==> config.mk <==
export PLATFORM = sky130hd
export DESIGN_NAME = blue_sprite_addr
export DESIGN_NICKNAME = d
export VERILOG_FILES = /design/src/rtl/blue_sprite_addr.sv
export SDC_FILE = /design/constraint.sdc
export NUM_CORES = 1
export LEC_CHECK = 0
export CAP_MARGIN = 15
export CORE_ASPECT_RATIO = 1.4
export CORE_MARGIN = 2
export CORE_UTILIZATION = 47
export DETAILED_ROUTE_END_ITERATION = 12
export PLACE_DENSITY = 0.79
export SKIP_CTS_REPAIR_TIMING = 1
export SYNTH_ARGS = -nofsm -noshare
export SYNTH_HDL_FRONTEND = slang
export SYNTH_SLANG_ARGS = --single-unit
==> constraint.sdc <==
create_clock -name clk -period 6.3 [get_ports clk]
set_input_delay 1.575 -clock clk [delete_from_list [all_inputs] [get_ports clk]]
set_output_delay 1.575 -clock clk [all_outputs]
set_load 0.05 [all_outputs]
==> src/rtl/blue_sprite_addr.sv <==
`default_nettype none
// ============================================================================
// Module   : blue_sprite_addr
// Purpose  : Address and animation sequencer for the blue character sprite.
//            Maps the VGA scan position onto the 47x41 sprite box, mirrors
//            the column for left-facing states, and steps the 4-image
//            animation frame (ROM images 1/5/9/13). Frame select and facing
//            state are latched only at the frame start (0,0) so a frame is
//            never drawn with a mix of two images.
// Ports    :
//   clk, rst          clock, synchronous active-high reset
//   ipcnt[31:0]       free-running tick counter; == FRAME_DIV is a step event
//   hcount/vcount     VGA scan column/row
//   pos_x/pos_y       sprite top-left corner on screen
//   state_in[2:0]     requested state {dir, jump, walk}
//   blue[10:0]        sprite ROM address (row*SPR_W + col), 0 outside box
//   blue_hit          scan pixel lies inside the sprite box
//   blue_frame[1:0]   animation frame select (0->img1 .. 3->img13)
//   blue_state[2:0]   state latched at frame start
// Revision : 1.0 - initial release
// ============================================================================
module blue_sprite_addr #(
  parameter int SPR_W     = 47,
  parameter int SPR_H     = 41,
  parameter int FRAME_DIV = 6000000
) (
  input  logic        clk,
  input  logic        rst,
  input  logic [31:0] ipcnt,
  input  logic [9:0]  hcount,
  input  logic [9:0]  vcount,
  input  logic [9:0]  pos_x,
  input  logic [9:0]  pos_y,
  input  logic [2:0]  state_in,
  output logic [10:0] blue,
  output logic        blue_hit,
  output logic [1:0]  blue_frame,
  output logic [2:0]  blue_state
);

  // All box arithmetic is done at 11 bits so pos+size never wraps past 1023.
  localparam logic [10:0] C_SPR_W     = 11'(SPR_W);
  localparam logic [10:0] C_SPR_H     = 11'(SPR_H);
  localparam logic [31:0] C_FRAME_DIV = 32'(FRAME_DIV);

  localparam logic [2:0]  C_R_STATIC  = 3'b000;
  localparam logic [2:0]  C_R_BAD     = 3'b011;
  localparam logic [2:0]  C_L_STATIC  = 3'b100;
  localparam logic [2:0]  C_L_BAD     = 3'b111;

  // --------------------------------------------------------------------------
  // Registers
  // --------------------------------------------------------------------------
  logic [1:0]  frame_next_q, frame_next_d;
  logic [2:0]  prev_state_q, prev_state_d;
  logic [1:0]  blue_frame_q, blue_frame_d;
  logic [2:0]  blue_state_q, blue_state_d;
  logic [10:0] blue_q,       blue_d;
  logic        blue_hit_q,   blue_hit_d;

  // --------------------------------------------------------------------------
  // Combinational helpers
  // --------------------------------------------------------------------------
  logic [2:0]  w_state;
  logic        w_step;
  logic        w_frame_start;
  logic [10:0] w_h, w_v, w_px, w_py;
  logic [10:0] w_dx, w_dy, w_col, w_addr;
  logic        w_inside;

  // Undefined walk+jump codes collapse to static of the same direction.
  always_comb begin
    w_state = state_in;
    if (state_in == C_R_BAD) w_state = C_R_STATIC;
    if (state_in == C_L_BAD) w_state = C_L_STATIC;
  end

  always_comb begin
    w_step        = (ipcnt == C_FRAME_DIV);
    w_frame_start = (hcount == 10'd0) && (vcount == 10'd0);
  end

  // Animation step. A state change restarts the cycle at frame 0 and wins
  // over a simultaneous step event. Jump states pin the frame at 0.
  always_comb begin
    frame_next_d = frame_next_q;
    prev_state_d = prev_state_q;
    if (w_state != prev_state_q) begin
      frame_next_d = 2'd0;
      prev_state_d = w_state;
    end else if (w_step) begin
      if (w_state[1]) frame_next_d = 2'd0;
      else            frame_next_d = frame_next_q + 2'd1;
    end
  end

  // Frame-start latch uses the values registered before this cycle, so the
  // whole visible frame sees one consistent image and facing.
  always_comb begin
    blue_frame_d = blue_frame_q;
    blue_state_d = blue_state_q;
    if (w_frame_start) begin
      blue_frame_d = frame_next_q;
      blue_state_d = prev_state_q;
    end
  end

  // Address generation. Mirroring keys off the latched state, not state_in.
  always_comb begin
    w_h      = {1'b0, hcount};
    w_v      = {1'b0, vcount};
    w_px     = {1'b0, pos_x};
    w_py     = {1'b0, pos_y};
    w_dx     = w_h - w_px;
    w_dy     = w_v - w_py;
    w_inside = (w_h >= w_px) && (w_h < (w_px + C_SPR_W)) &&
               (w_v >= w_py) && (w_v < (w_py + C_SPR_H));
    w_col    = blue_state_q[2] ? (C_SPR_W - 11'd1 - w_dx) : w_dx;
    // Max in-box value is 1926, so 11 bits hold the result exactly.
    w_addr   = (w_dy * C_SPR_W) + w_col;
    blue_hit_d = w_inside;
    blue_d     = w_inside ? w_addr : 11'd0;
  end

  always_ff @(posedge clk) begin
    if (rst) begin
      frame_next_q <= 2'd0;
      prev_state_q <= 3'b000;
      blue_frame_q <= 2'd0;
      blue_state_q <= 3'b000;
      blue_q       <= 11'd0;
      blue_hit_q   <= 1'b0;
    end else begin
      frame_next_q <= frame_next_d;
      prev_state_q <= prev_state_d;
      blue_frame_q <= blue_frame_d;
      blue_state_q <= blue_state_d;
      blue_q       <= blue_d;
      blue_hit_q   <= blue_hit_d;
    end
  end

  assign blue       = blue_q;
  assign blue_hit   = blue_hit_q;
  assign blue_frame = blue_frame_q;
  assign blue_state = blue_state_q;

endmodule
`default_nettype wire

==> results of run 1 <==
## report_power, final
group	internal [mW]	switching [mW]	total, mW
Sequential	0.150	0.00328	0.154
Combinational	1.60	1.41	3.01
Clock	0.0967	0.0455	0.142
Total	1.84	1.46	3.30
## worst max-delay path, delay by kind of cell
kind            cells  cell delay [ns]
compound gates      5             0.60
simple gates        3             0.36
buf+inv             7             0.92
fa+ha+maj           6             2.42
xor+xnor            3             0.74
## kinds of logic (layout without fill, tap and decap cells)
kind of cell	after synthesis	after routing	synth area share (%)
DFF	22	22	11.1
buffers and inverters	80	243	7.87
AOI/OAI and AO/OA	86	86	15.4
and+or+nand+nor	118	118	15.0
adders and majority gates	94	94	34.8
xor gates and xnor gates	60	60	14.2
muxes	6	6	1.52
## metrics by stage
step | TNS, ns | total power [mW] | hold slack, ns
2_1_floorplan | -0.00387 | 1.84 | 0.479
3_3_place_gp | -1.47 | 2.50 | 0.483
3_5_place_dp | -2.16 | 2.60 | 0.485
4_1_cts | -0.992 | 2.78 | 0.501
5_1_grt | -0.472 | 3.60 | 0.525
6_report | -0.136 | 3.30 | 0.496
## path summary, 6_finish.rpt
check	to	slack (ns)
worst min register to register	blue_frame[0]$_SDFFE_PP0P_	0.50
worst max-delay path	blue[10]$_SDFF_PP0_	-0.14
worst max register to register	blue[10]$_SDFF_PP0_	2.98
worst min-delay path	blue_frame[0]$_SDFFE_PP0P_	0.50
## sequential cells by signal, indices dropped and copies added, names as in the netlist
register / count
blue: 11
blue_state: 3
prev_state_q: 3
blue_frame: 2
frame_next_q: 2
blue_hit: 1
## area by class of cell
class,instances,area share [%]
multi-input cells,364,59.0
repair buffers,163,25.2
flip-flops and latches,22,7.38
inverters,76,4.86
well taps,102,2.14
clock buffers,4,1.49
## layer usage
metal | vias to the layer above | GRT usage (%) | part of all wire, % | routed length [um]
li1 | 1914 | - | - | -
met1 | 1863 | 22.1 | 34 | 3910
met2 | 133 | 48.6 | 56 | 6420
met3 | 45 | 2.25 | 4.9 | 559
met4 | 0 | 8.36 | 4.9 | 566
met5 | - | 0 | 0 | 0
## placed cells by master (no fill, tap or decap), drive strengths merged, types with 2 or more instances in the layout
master         count
nand4              4
o41ai              2
o211ai             4
nor3               6
o21bai             5
dfxtp             22
dlymetal6s2s      10
nand2             23
a211oi             4
xnor3              2
and3               7
nand2b             6
o21ai             11
a31oi              2
o21a               9
nand3              4
o31ai              2
buf               72
ha                67
and4b              2
clkdlybuf4s50     81
xnor2             42
inv               76
mux2i              6
fa                27
xor2              16
nor4b              2
a21o               7
nor2              39
nor2b              9
nor4              12
clkbuf             4
o2bb2ai            2
a21oi             27
==> run_results.csv, run 1 <==
group,metric,value,unit
yosys,synth_top_area_share,21.2,%
sta,max_freq,155,MHz
yosys,yosys_warnings,0,
detailed_routing,wl,11500,um
detailed_routing,route.detailed.drc,0,
cts,cts_inserted_buffers,3,
die,rows,39,
setup_path,reg2reg_depth,13,
yosys,ys_seq_area_share,11.1,%
die,core-area,8150,um^2
cts,cts-root-buf,"clkbuf_16",
yosys,synth_seq_cells,22,
final_layout,n_antenna_cell,0,
detailed_routing,drt_iter0_drc,79,
sta,layout_setup_ws,-0.136,ns
final_layout,fin_nets,801,
power,power_density,553,nW/um^2
global_routing,grt_first_pass_wirelength,17300,um
yosys,yosys-top-cells-count,"inv_1, ha_1, xnor2_1",
setup_path,worstPathRequired,6.49,ns
final_layout,fillers,586,
cts,cts_tree,"built",
sta,slew_headroom,56.4,%
final_layout,utilization,73.3,%
setup_path,reg2reg_from,"blue_state[2]$_SDFFE_PP0P_",
final_layout,fin_area,5970,um^2
yosys,yosysMostFrequentCell,"inv_1",
setup_path,worstSetupPathType,"in2reg",
worst_hold_path,hold_start,"blue_frame[0]$_SDFFE_PP0P_",
status,status,"finished with violations",
yosys,synth-main-ff-cell,"dfxtp_1",
sta,tightest_slew,0.651,ns
power,p_leak,2.78,nW
global_routing,grt_usage,23.4,%
yosys,syn_inst,466,
global_routing,first_global_vias,4199,
final_layout,stdcell_count,731,
run,maxCapViolCount,0,
final_layout,multiInputGateArea,3520,um^2
yosys,async_flop_share,0,%
place,dp_cells,718,
worst_hold_path,hold_depth,2,
place,placed_area,5500,um^2
global_routing,grt_overflow_total,0,
yosys,syn-num-nets,637,
setup_path,path_cells,"clkdlybuf4s50_1 > ha_4 > buf_6 > o21ai_2 > and2b_2 > xnor2_2 > inv_1 > fa_1 > inv_1 > ha_4 > fa_1 > inv_1 > fa_1 > inv_1 > ha_1 > inv_2 > nor2_2 > a21oi_2 > o21bai_2 > a21oi_4 > o21ai_2 > xnor2_1 > xnor3_1 > nor2_1",
die,die_w,81.6,um
cts,cts_sinks,22,
yosys,synth_area_leaders,"ha_1, fa_1, dfxtp_1, xnor2_1, inv_1",
setup_path,critPathArrivalTime,6.62,ns
detailed_routing,drtPass1Iterations,4,
final_layout,area_growth,50.8,%
sta,rsz0062_at_grt,"yes",
cts,h-tree-depth,1,
status,violations,"negative setup slack",
die,die_h,113,um
die,die_area,9180,um^2
sta,setup_violations,1,
power,vdd_drop_max,0.506,mV
sta,hold_viol,0,
detailed_routing,vias_per_cell,5.41,
sta,drv_slew,0,
yosys,ys_types,57,
sta,fin_crit,6.44,ns
cts,clock_latency,0.25,ns
setup_path,end_kind,"register",
sta,post-route-period-util,102,%
detailed_routing,wl_per_cell,15.7,um
final_layout,drive_gt1_share,21.9,%
yosys,synth_area_per_cell,8.49,um^2
setup_path,cp_slowest_cell,"fa_1",
cts,clockBufferDepth,2,
place,dp_slack,-0.666,ns
die,ios,94,
detailed_routing,drtAntennaViolNets,0,
sta,finClkSkew,0.00104,ns
global_routing,grt_max_degree,13,
final_layout,register_area,440,um^2
detailed_routing,num_vias,3955,
die,initial_core_util,48.6,%
worst_hold_path,hp-class,"reg2reg",
place,globalplace.congestion,0.853,
setup_path,crit_top_cell,"inv_1",
setup_path,worstSetupStartpoint,"vcount[4]",
global_routing,antenna_found_initial,0,
yosys,synth-edff-count,0,
place,io_buffers,93,
setup_path,startpoint_type,"primary input",
place,dp_hpwl,9200,um
setup_path,cp_max_fo,4,
yosys,netlist.top_cell.by_area,"ha_1",
yosys,synth_area,3960,um^2
cts,clk_transition_reported_paths,0.05,ns
setup_path,cp_slowest_stage_delay,0.54,ns
Power figures use the tool's default switching activity.
==> run 2: changes to the inputs <==
- CELL_PAD_IN_SITES_DETAIL_PLACEMENT: unset -> 1
- CELL_PAD_IN_SITES_GLOBAL_PLACEMENT: unset -> 1
- CORE_MARGIN: 2 -> unset
- CORE_UTILIZATION: 47 -> 34
- PLACE_DENSITY: 0.79 -> unset
- PLACE_DENSITY_LB_ADDON: unset -> 0.1
==> run 2 against run 1 <==
The flow still finishes with violations (negative setup slack). Worst hold slack better by 0.0044 ns. Critical path type unchanged. Count of clock-buffer cells in the layout unchanged. Routed wire length up 11%. Non-clock buffer count up 12.
==> run_results.csv, run 2 (synthesized netlist as in run 1, its figures left out) <==
group,metric,value,unit
setup_path,worstSetupPathType,"in2reg",
die,core-area,11300,um^2
global_routing,grt_max_degree,13,
sta,fin_crit,6.42,ns
sta,setup_tns,-0.121,ns
status,status,"finished with violations",
cts,cts_inserted_buffers,3,
place,placed_area,5620,um^2
die,die_area,12100,um^2
sta,rsz0062_at_grt,"yes",
sta,slew_headroom,55.6,%
power,p_leak,2.86,nW
final_layout,register_area,440,um^2
sta,drv_slew,0,
detailed_routing,drtPass1Iterations,4,
sta,hold_viol,0,
die,die_h,130,um
sta,setup_violations,1,
place,dp_slack,-0.798,ns
place,io_buffers,93,
detailed_routing,drt_iter0_drc,54,
power,power_density,561,nW/um^2
global_routing,grt_first_pass_wirelength,19200,um
detailed_routing,wl,12700,um
cts,h-tree-depth,1,
final_layout,final_common_cell,"buf_4",
final_layout,largest_register_ffs,11,
worst_hold_path,hp-class,"reg2reg",
final_layout,n_antenna_cell,0,
cts,cts_tree,"built",
detailed_routing,num_vias,3891,
global_routing,grt_overflow_total,0,
detailed_routing,route.detailed.drc,0,
power,total_power,3.45,mW
cts,clk_transition_reported_paths,0.06,ns
die,die_w,93.2,um
final_layout,fin_nets,813,
run,maxCapViolCount,0,
cts,cts_sinks,22,
setup_path,critPathArrivalTime,6.61,ns
global_routing,first_global_vias,4266,
die,rows,46,
final_layout,utilization,54.2,%
setup_path,cp_max_fo,4,
place,globalplace.congestion,0.846,
final_layout,multiInputGateArea,3550,um^2
global_routing,grt_usage,20.1,%
final_layout,drive_gt1_share,24.2,%
power,vdd_drop_max,0.369,mV
sta,max_freq,156,MHz
cts,cts-root-buf,"clkbuf_16",
setup_path,end_kind,"register",
sta,tightest_slew,0.664,ns
final_layout,final_cell_mix,"buf_4, clkdlybuf4s50_1, inv_1, ha_1, xnor2_1",
die,ios,94,
sta,post-route-period-util,102,%
final_layout,fillers,1309,
detailed_routing,vias_per_cell,4.96,
status,violations,"negative setup slack",
final_layout,area_growth,55.3,%
sta,finClkSkew,0.00432,ns
detailed_routing,drtAntennaViolNets,0,
cts,clock_latency,0.25,ns
setup_path,startpoint_type,"primary input",
final_layout,fin_area,6140,um^2
cts,clockBufferDepth,2,
place,dp_hpwl,10800,um
global_routing,antenna_found_initial,0,
sta,layout_setup_ws,-0.121,ns
die,initial_core_util,34.9,%
detailed_routing,wl_per_cell,16.2,um
setup_path,worstPathRequired,6.48,ns
-- run 2: area by class of cell --
class                   count  share of cell area, %
inverters                  76                   4.72
clock buffers               4                   1.45
multi-input cells         364                   57.8
repair buffers            175                   25.9
flip-flops and latches     22                   7.17
well taps                 144                   2.93
-- run 2: worst paths after layout --
path                                   start                         end  slack, ns  cells after the start
setup / recovery                    pos_y[0]         blue[10]$_SDFF_PP0_      -0.12                     25
hold / removal    blue_frame[0]$_SDFFE_PP0P_  blue_frame[0]$_SDFFE_PP0P_       0.50                      2
setup reg to reg  blue_state[2]$_SDFFE_PP0P_         blue[10]$_SDFF_PP0_       3.06                     13
hold reg to reg   blue_frame[0]$_SDFFE_PP0P_  blue_frame[0]$_SDFFE_PP0P_       0.50                      2
-- run 2: critical path, stage by stage --
cell and delay [ns]:
dlymetal6s2s_1 0.16, ha_4 0.19, fa_2 0.34, nand2b_4 0.16, a21oi_4 0.21, buf_6 0.13, xor2_2 0.16, inv_2 0.07
xnor2_1 0.13, ha_1 0.29, inv_1 0.05, fa_1 0.47, inv_1 0.06, fa_1 0.57, inv_1 0.07, fa_1 0.52
inv_2 0.05, ha_4 0.26, inv_2 0.04, o21bai_2 0.16, a21oi_4 0.09, o21ai_2 0.15, xnor2_1 0.15, xnor3_1 0.43
nor2_1 0.10
-- run 2: through the flow --
step           hold slack [ns]  cells
6_report                 0.501    785
3_3_place_gp             0.474    769
2_1_floorplan            0.479    466
3_5_place_dp             0.489    769
5_1_grt                  0.541    785
4_1_cts                  0.509    773
-- run 2: per-layer routing --
metal / up-vias / part of all wire (%) / global-route usage [%]
met5: - / 0 / 0
met4: 0 / 1.6 / 4.89
met3: 17 / 2.0 / 0.998
met2: 63 / 62 / 45.3
met1: 1883 / 34 / 18.6
li1: 1928 / - / -
-- run 2: where the power goes --
part | internal [mW] | switching [mW]
sequential | 0.150 | 0.00371
combinational | 1.69 | 1.46
clock | 0.0968 | 0.0479
total | 1.93 | 1.51
==> run 3: changes to the inputs <==
- CORE_UTILIZATION: 34 -> 38
- clock period: 6.3 -> 6.2 ns (I/O delays scaled with it)
==> run 3 against run 2 <==
The flow still finishes with violations (negative setup slack). Flip-flop and latch count did not move. Non-clock buffer count fell by 6. Via count rose by 1.5%. Clock power fell by 9%. Cell count fell by 2.0%. Count of clock-buffer cells in the layout fell by 1. Cell area fell by 2.6%. Die area fell by 10%. Sequential share of layout area rose by 0.19 points. Sequential power barely moved. Setup slack got worse by 0.19 ns. Global-route usage rose by 3.2 points.
==> run_results.csv, run 3 (synthesized netlist as in run 1, its figures left out) <==
group,metric,value,unit
status,status,"finished with violations",
status,violations,"negative setup slack",
final_layout,largest_register_ffs,11,
cts,cts_inserted_buffers,3,
final_layout,final_common_cell,"clkdlybuf4s50_1",
power,clockPowerShare,4.1,%
cts,cts_sinks,22,
sta,post-route-period-util,105,%
cts,h-tree-depth,1,
power,p_leak,2.83,nW
setup_path,startpoint_type,"primary input",
final_layout,fillers,1175,
setup_path,critPathArrivalTime,6.69,ns
power,power.share.combinational,91.0,%
cts,clockBufferDepth,2,
detailed_routing,vias_per_cell,5.14,
global_routing,grt_max_degree,13,
place,dp_cells,759,
final_layout,fin_nets,807,
die,initial_core_util,39.5,%
power,seqPwrFrac,4.9,%
detailed_routing,wl,13400,um
setup_path,worstSetupPathType,"in2reg",
run,maxCapViolCount,0,
worst_hold_path,hold_start,"blue_frame[1]$_SDFFE_PP0P_",
die,die_w,88.3,um
detailed_routing,drtAntennaViolNets,0,
final_layout,utilization,59.8,%
sta,rsz0062_at_grt,"yes",
worst_hold_path,hp-class,"reg2reg",
sta,layout_setup_ws,-0.309,ns
final_layout,drive_gt1_share,21.3,%
setup_path,reg2reg_from,"blue_state[2]$_SDFFE_PP0P_",
place,dp_hpwl,10700,um
final_layout,register_area,440,um^2
detailed_routing,drtPass1Iterations,4,
cts,cts-root-buf,"clkbuf_16",
sta,setup_violations,1,
sta,slew_headroom,54.5,%
global_routing,grt_overflow_total,0,
final_layout,fin_area,5980,um^2
die,die_h,123,um
global_routing,antenna_found_initial,0,
setup_path,regToRegSetupSlack,2.90,ns
final_layout,area_growth,51.2,%
power,total_power,3.21,mW
place,dp_slack,-0.905,ns
detailed_routing,drt_iter0_drc,69,
place,placed_area,5600,um^2
cts,cts_tree,"built",
power,p_switching,1.46,mW
final_layout,stdcell_count,769,
place,globalplace.congestion,0.840,
global_routing,first_global_vias,4286,
sta,fin_crit,6.51,ns
setup_path,end_kind,"register",
sta,whs,0.499,ns
worst_hold_path,hold_path_end,"blue_frame[1]$_SDFFE_PP0P_",
cts,clk_transition_reported_paths,0.06,ns
die,core-area,10000,um^2
setup_path,r2r_end,"blue[10]$_SDFF_PP0_",
sta,drv_slew,0,
sta,setup_tns,-0.309,ns
sta,tightest_slew,0.680,ns
setup_path,cp_max_fo,3,
die,ios,94,
place,io_buffers,93,
setup_path,reg2reg_depth,13,
power,sw_frac_of_total,45.6,%
worst_hold_path,hold_depth,2,
global_routing,grt_usage,23.2,%
final_layout,final_cell_mix,"clkdlybuf4s50_1, buf_4, inv_1, ha_1, xnor2_1",
die,die_area,10800,um^2
sta,finClkSkew,0.00276,ns
final_layout,n_antenna_cell,0,
detailed_routing,wl_per_cell,17.5,um
sta,hold_viol,0,
power,vdd_drop_max,0.465,mV
power,power_density,536,nW/um^2
setup_path,worstPathRequired,6.38,ns
global_routing,grt_first_pass_wirelength,19400,um
detailed_routing,route.detailed.drc,0,
detailed_routing,num_vias,3950,
final_layout,multiInputGateArea,3490,um^2
sta,max_freq,154,MHz
die,rows,43,
power,intPower,1.75,mW
cts,clock_latency,0.25,ns
## run 3: cell count changes in the layout (fill, tap and decap cells not counted), moves of 2 or more
cell	delta
clkbuf_2	+2
buf_4	-5
ha_4	-4
buf_6	-3
a21oi_2	+2
a21oi_1	-2
nor2_4	-2
inv_1	+5
ha_1	+5
inv_2	-4
## run 3: routing by layer
metal  global-route usage (%)  part of all wire [%]  vias to the layer above  wire length, um
met1                     22.4                    34                     1892             4530
met5                        0                     0                        -                0
met3                     1.08                   2.8                       41              370
li1                         -                     -                     1913                -
met2                     50.5                    59                      104             7920
met4                     5.95                   4.5                        0              611
## run 3: power groups by stage
stage               clock (mW)  combinational (mW)  sequential (mW)
floorplan                    0                1.68            0.196
global placement             0                2.44            0.159
detailed placement           0                2.60            0.160
CTS                      0.134                2.62            0.157
global route             0.139                3.22            0.158
finish                   0.132                2.92            0.157
## run 3: worst max path at each step
stage                   start  slack [ns]  depth (start not counted)                   to
floorplan           vcount[0]       -0.08                         22  blue[10]$_SDFF_PP0_
CTS                  pos_y[1]       -0.62                         23  blue[10]$_SDFF_PP0_
global route         pos_y[1]       -0.52                         26  blue[10]$_SDFF_PP0_
finish               pos_y[1]       -0.31                         26  blue[10]$_SDFF_PP0_
detailed placement   pos_y[1]       -0.91                         23  blue[10]$_SDFF_PP0_
global placement    vcount[0]       -0.68                         23  blue[10]$_SDFF_PP0_
## run 3: final cells by class
class	count	area share (%)
sequential	22	7.36
tap	135	2.82
clock buffer	3	1.25
timing repair buffer	169	25.5
inverter	76	4.77
multi-input combinational	364	58.3
## run 3: worst max-delay path, stage by stage
cell and delay [ns]:
dlymetal6s2s_1 0.14, inv_2 0.08, ha_4 0.20, nor2b_2 0.16
o31a_1 0.35, o21ai_2 0.16, and2b_1 0.17, xnor2_2 0.16
inv_1 0.10, fa_1 0.52, inv_2 0.05, ha_4 0.23
fa_1 0.53, inv_1 0.06, fa_1 0.52, inv_1 0.04
ha_1 0.28, inv_2 0.05, nor2_2 0.11, a21oi_2 0.08
o21bai_1 0.20, a21oi_2 0.10, o21ai_2 0.16, xnor2_1 0.14
xnor3_1 0.43, nor2_1 0.11
